## config.mk

```make
export PLATFORM = sky130hd
export DESIGN_NAME = led_frame_scheduler
export DESIGN_NICKNAME = d
export VERILOG_FILES = /design/src/rtl/led_pkg.sv /design/src/rtl/sched_timer.sv /design/src/rtl/led_frame_scheduler.sv
export SDC_FILE = /design/constraint.sdc
export NUM_CORES = 1
export LEC_CHECK = 0
export CAP_MARGIN = 20
export CORE_AREA = 3 3 144 146
export CTS_CLUSTER_SIZE = 40
export DETAILED_ROUTE_END_ITERATION = 10
export DIE_AREA = 0 0 147 149
export PLACE_DENSITY_LB_ADDON = 0.12
export SYNTH_ARGS = -nofsm -noshare
export SYNTH_HDL_FRONTEND = slang
export SYNTH_SLANG_ARGS = --single-unit
```

## constraint.sdc

```tcl
create_clock -name clk -period 3.9 [get_ports clk]
set_clock_uncertainty 0.1 [all_clocks]
set_input_delay 0.78 -clock clk [delete_from_list [all_inputs] [get_ports clk]]
set_output_delay 0.78 -clock clk [all_outputs]
set_load 0.05 [all_outputs]
```

## src/rtl/led_pkg.sv

```systemverilog
// Shared definitions for the WS2812B strip path: frame geometry, default
// latch-gap and completion-timeout lengths, and the scheduler state encoding.
package led_pkg;

    // Number of LEDs on the strip and the resulting GRB frame width.
    localparam int LED_NUM_LEDS = 5;

    // Each LED takes 24 bits (8 G, 8 R, 8 B).
    function automatic int frame_width(input int num_leds);
        return 24 * num_leds;
    endfunction

    localparam int LED_FRAME_W = frame_width(LED_NUM_LEDS);

    // 300 us strip latch at 100 MHz; comfortably above the 280 us minimum.
    localparam int LED_GAP_CYCLES = 30000;

    // Longest time a healthy sender may take from start to done.
    localparam int LED_TIMEOUT_CYCLES = 20000;

    // Contested high-priority grants allowed before the low-priority side wins.
    localparam int LED_STARVE_MAX = 4;

    // Width of the shared phase counter; gap and timeout must fit below 2**16.
    localparam int LED_CNT_W = 16;

    typedef enum logic [2:0] {
        ST_IDLE      = 3'd0,
        ST_GRANT     = 3'd1,
        ST_START     = 3'd2,
        ST_WAIT_DONE = 3'd3,
        ST_GAP       = 3'd4
    } sched_state_e;

endpackage

```

## src/rtl/sched_timer.sv

```systemverilog
// Phase counter for the frame scheduler: clear/enable up-counter with a
// terminal-count compare, shared by the completion timeout and the latch gap.
module sched_timer
    import led_pkg::*;
(
    input  logic                 clk,
    input  logic                 reset,
    input  logic                 clr_i,
    input  logic                 en_i,
    input  logic [LED_CNT_W-1:0] tc_i,
    output logic                 at_tc_o
);

    logic [LED_CNT_W-1:0] count_q;

    // Count up while enabled; a clear (or reset) restarts the phase at zero.
    always_ff @(posedge clk) begin
        if (reset || clr_i) begin
            count_q <= '0;
        end else if (en_i) begin
            count_q <= count_q + 1'b1;
        end
    end

    assign at_tc_o = (count_q == tc_i);

endmodule

```

## src/rtl/led_frame_scheduler.sv

```systemverilog
// Arbitrates the game-engine and attract-pattern frame producers onto the
// single WS2812B sender: grants one request, latches its frame, starts the
// sender, waits for completion (with timeout) and then enforces the strip
// latch gap before the next grant.
module led_frame_scheduler
    import led_pkg::*;
#(
    parameter int FRAME_W        = LED_FRAME_W,
    parameter int GAP_CYCLES     = LED_GAP_CYCLES,
    parameter int TIMEOUT_CYCLES = LED_TIMEOUT_CYCLES,
    parameter int STARVE_MAX     = LED_STARVE_MAX
) (
    input  logic               clk,
    input  logic               reset,
    input  logic               req0,
    input  logic [FRAME_W-1:0] frame0,
    input  logic               req1,
    input  logic [FRAME_W-1:0] frame1,
    output logic               gnt0,
    output logic               gnt1,
    output logic [FRAME_W-1:0] send_frame,
    output logic               send_start,
    input  logic               send_done,
    output logic               busy,
    output logic               owner,
    output logic               timeout_err
);

    // Streak counter only needs to reach STARVE_MAX.
    localparam int STREAK_W = (STARVE_MAX < 1) ? 1 : $clog2(STARVE_MAX + 1);
    localparam logic [STREAK_W-1:0] STREAK_SAT = STREAK_W'(STARVE_MAX);

    // Terminal counts are "last cycle of the phase", hence the minus one.
    localparam logic [LED_CNT_W-1:0] GAP_TC     = LED_CNT_W'(GAP_CYCLES - 1);
    localparam logic [LED_CNT_W-1:0] TIMEOUT_TC = LED_CNT_W'(TIMEOUT_CYCLES - 1);

    sched_state_e state_q, state_d;

    logic               gnt0_q, gnt0_d;
    logic               gnt1_q, gnt1_d;
    logic [FRAME_W-1:0] send_frame_q, send_frame_d;
    logic               send_start_q, send_start_d;
    logic               busy_q, busy_d;
    logic               owner_q, owner_d;
    logic               timeout_err_q, timeout_err_d;
    logic [STREAK_W-1:0] streak_q, streak_d;

    logic                 grant_fire;
    logic                 pick1;
    logic                 timer_clr;
    logic                 timer_en;
    logic [LED_CNT_W-1:0] tc_value;
    logic                 at_tc;

    // Shared phase counter for WAIT_DONE (timeout) and GAP (latch gap).
    sched_timer u_timer (
        .clk     (clk),
        .reset   (reset),
        .clr_i   (timer_clr),
        .en_i    (timer_en),
        .tc_i    (tc_value),
        .at_tc_o (at_tc)
    );

    // Arbitration: req1 wins alone, or when req0 has hogged STARVE_MAX contested grants.
    always_comb begin
        grant_fire = (state_q == ST_IDLE) && (req0 || req1);
        pick1      = req1 && (!req0 || (streak_q == STREAK_SAT));
    end

    // Timer control: restart on entry to a timed phase, count while in one.
    always_comb begin
        tc_value  = (state_q == ST_GAP) ? GAP_TC : TIMEOUT_TC;
        timer_clr = (state_d != state_q) &&
                    ((state_d == ST_WAIT_DONE) || (state_d == ST_GAP));
        timer_en  = (state_q == ST_WAIT_DONE) || (state_q == ST_GAP);
    end

    // State register and registered outputs; reset lands in GAP so the strip
    // always sees a full latch gap before the first frame.
    always_ff @(posedge clk) begin
        if (reset) begin
            state_q       <= ST_GAP;
            gnt0_q        <= 1'b0;
            gnt1_q        <= 1'b0;
            send_frame_q  <= '0;
            send_start_q  <= 1'b0;
            busy_q        <= 1'b1;
            owner_q       <= 1'b0;
            timeout_err_q <= 1'b0;
            streak_q      <= '0;
        end else begin
            state_q       <= state_d;
            gnt0_q        <= gnt0_d;
            gnt1_q        <= gnt1_d;
            send_frame_q  <= send_frame_d;
            send_start_q  <= send_start_d;
            busy_q        <= busy_d;
            owner_q       <= owner_d;
            timeout_err_q <= timeout_err_d;
            streak_q      <= streak_d;
        end
    end

    // Next-state logic; send_done counts only in WAIT_DONE and beats the timeout.
    always_comb begin
        state_d = state_q;
        case (state_q)
            ST_IDLE: begin
                if (req0 || req1) begin
                    state_d = ST_GRANT;
                end
            end
            ST_GRANT: begin
                state_d = ST_START;
            end
            ST_START: begin
                state_d = ST_WAIT_DONE;
            end
            ST_WAIT_DONE: begin
                if (send_done || at_tc) begin
                    state_d = ST_GAP;
                end
            end
            ST_GAP: begin
                if (at_tc) begin
                    state_d = ST_IDLE;
                end
            end
            default: begin
                state_d = ST_GAP;
            end
        endcase
    end

    // Output next-values: grant pulses, frame/owner latch, streak, start and error pulses.
    always_comb begin
        gnt0_d        = grant_fire && !pick1;
        gnt1_d        = grant_fire && pick1;
        send_frame_d  = send_frame_q;
        owner_d       = owner_q;
        streak_d      = streak_q;
        send_start_d  = (state_q == ST_GRANT);
        timeout_err_d = (state_q == ST_WAIT_DONE) && at_tc && !send_done;
        busy_d        = (state_d != ST_IDLE);

        if (grant_fire) begin
            owner_d      = pick1;
            send_frame_d = pick1 ? frame1 : frame0;
            if (pick1 || !req1) begin
                streak_d = '0;
            end else if (streak_q != STREAK_SAT) begin
                streak_d = streak_q + 1'b1;
            end
        end
    end

    assign gnt0        = gnt0_q;
    assign gnt1        = gnt1_q;
    assign send_frame  = send_frame_q;
    assign send_start  = send_start_q;
    assign busy        = busy_q;
    assign owner       = owner_q;
    assign timeout_err = timeout_err_q;

endmodule

```

==> metrics.yaml <==
outcome: "finished, final reports clean"
synth_flop_cell: "dfxtp_1"
yosys.area.top_type: "dfxtp_1"
multiInputGateArea_mm2: 0.002499
regArea_mm2: 0.002963
worst_slew_pin_slew_ns: 0.7277
cts_tree: "done"
ys_warn_count: 0
cp.required_ns: 4.16
powerDensity_mw_per_mm2: 332.9
drt_iter0_markers: 385
routed_wl_um: 22570
relSlewSlack: 0.5138
grt_pass1_wl_um: 33260
avgRoutedWirePerCell_um: 17.97
root_buffer: "clkbuf_16"
crit_fanout: 21
period_share: 0.6906
fill_cells: 1855
min_from: "send_frame[9]"
cts_resized: 0
clockBufferDepth: 2
setup_viol: 0
path_buf_inv: 2
num-nets-final: 1227
hold_violations: 0
drt_first_pass_iters: 6
synthTopCellsByCount: "nand2_1 (151), dfxtp_1 (148), nor2_1 (77)"
synth_edf_count: 0
cts_setup_buffers: 0
ant_nets: 0
p_leak_nw: 3.945
htreeDepth: 4
start_kind: "input pin"
netlist_area_mm2: 0.005687
async_flop_share: 0
cts_sinks: 148
clkSlewWorstSetupHoldPaths_ns: 0.06
holdWs_ns: 0.3327
endpoint_kind: "flip-flop"
fin_setup_tns_ns: 0
antenna_found_initial: 1
rows: 51
drc: 0
rsz0062_at_grt: "false"
yosysMostFrequentCell: "nand2_1"
vias: 6085
drv_slew: 0
synth-seq-cells: 148
cpPeakStageDelay_ns: 0.66
die_y_um: 149
vdd_drop_max_v: 0.0002793
initial_utilization: 0.2912
insertion_delay_ns: 0.42
vias_per_cell: 4.845
ctsHoldBuffers: 0
cp_top_family: "buffers and inverters"
synth.top_cell.area_share: 0.5210
cp_slowest_cell: "nor2b_4"
fin_util: 0.5226
grt_max_degree: 69
yosys-top-cells-area: "dfxtp_1 (52%), nand2_1 (10%), a222oi_1 (9.2%), a22oi_1 (9.0%), nor2_1 (5.1%)"
synthCells: 626
globalRouteTotalUtil: 0.1940
cp-startpoint: "req0"
syn_avg_cell_area_um2: 9.084
reg2reg_from: "streak_q[0]"
path_cells: "clkdlybuf4s50_1, a21bo_2, a211oi_4, nor2b_4, buf_4, a22oi_1, nand2_1"
drive_above_1_share: 0.05556
period_minus_slack_ns: 2.693
min-delay-path-class: "reg2reg"
worstPathArrival_ns: 2.95
grt_pass1_vias: 5849
yosysSeqAreaShare: 0.5210
core_area_mm2: 0.01953
place_congestion: 0.7603
design.portCount: 371
max_freq_mhz: 371.3
dpl.hpwl_um: 16520
crit_type: "in2reg"
drv_cap: 0
gr-total-overflow: 0
syn2layout_area_growth_pct: 79.45
synth.net_count: 874
portBuffers: 370
die_w_um: 147
synth.distinct_cells: 43
cts_buffers: 17
die_area_mm2: 0.02190
flip-flops by register name, indices dropped and copies added, names as in the netlist:
signal / count
send_start: 1
timeout_err: 1
gnt1: 1
u_timer.count_q: 16
gnt0: 1
busy: 1
streak_q: 3
owner: 1
send_frame: 120
state_q: 3
through the flow:
stage / instances / total power [mW] / setup slack (ns) / area [um2]
2_1_floorplan: 626 / 1.580 / 1.706 / 5687
3_3_place_gp: 1225 / 1.839 / 0.8387 / 9641
3_5_place_dp: 1225 / 1.841 / 0.7661 / 9641
4_1_cts: 1255 / 3.442 / 1.205 / 10200
5_1_grt: 1256 / 3.510 / 1.084 / 10200
6_report: 1256 / 3.398 / 1.207 / 10200
tightest hold or removal path: stages, from the launching register on:
cell and delay, ns:
dfxtp_1 0.31, nand2_1 0.05, nand2_1 0.04
cells in the final DEF (no fill, tap or decap), types with 5 or more instances in the layout:
cell type	n
clkbuf_16	17
dfxtp_1	148
clkdlybuf4s50_1	369
a22oi_1	68
a222oi_1	52
nand2_1	151
xor2_1	14
nor2_1	76
nor3_1	6
nand3_1	8
buf_4	13
nand4_1	5
path summary, 6_finish.rpt:
path                                  endpoint  slack [ns]  cells after the start
worst max-delay path            send_frame[77]        1.21                      7
worst min-delay path             send_frame[9]        0.33                      2
worst max register to register  send_frame[77]        1.47                      8
worst min register to register   send_frame[9]        0.33                      2
cells by family (layout without fill, tap and decap cells):
kind of cell / after synthesis / count (layout) / synth area share
AOI/OAI and AO/OA: 135 / 135 / 0.2037
xor gates and xnor gates: 17 / 17 / 0.02618
adders and majority gates: 3 / 3 / 0.006601
buffers and inverters: 54 / 418 / 0.04356
DFF: 148 / 148 / 0.5210
muxes: 1 / 1 / 0.001760
other: 0 / 1 / 0
and+or+nand+nor: 268 / 268 / 0.1971
report_power, final:
part           internal (mW)  switching [mW]
sequential              1.51         0.00279
combinational          0.220          0.0691
clock                  0.936           0.655
final cells by class:
| cell class | instances | area share |
|---|---|---|
| tap | 265 | 0.03249 |
| multi-input combinational | 424 | 0.2449 |
| sequential | 148 | 0.2903 |
| inverter | 3 | 0.001103 |
| clock buffer | 18 | 0.04205 |
| clock inverter | 12 | 0.01300 |
| timing repair buffer | 385 | 0.3759 |
| antenna | 1 | 0.0002452 |
layer usage:
metal | wire, um | part of all wire | track usage
met4 | 397 | 0.018 | 0.06757
met1 | 8927 | 0.40 | 0.2238
met3 | 2235 | 0.099 | 0.07414
met2 | 11010 | 0.49 | 0.3310
met5 | 0 | 0 | 0
No activity file was read; power rests on OpenSTA's default activity.
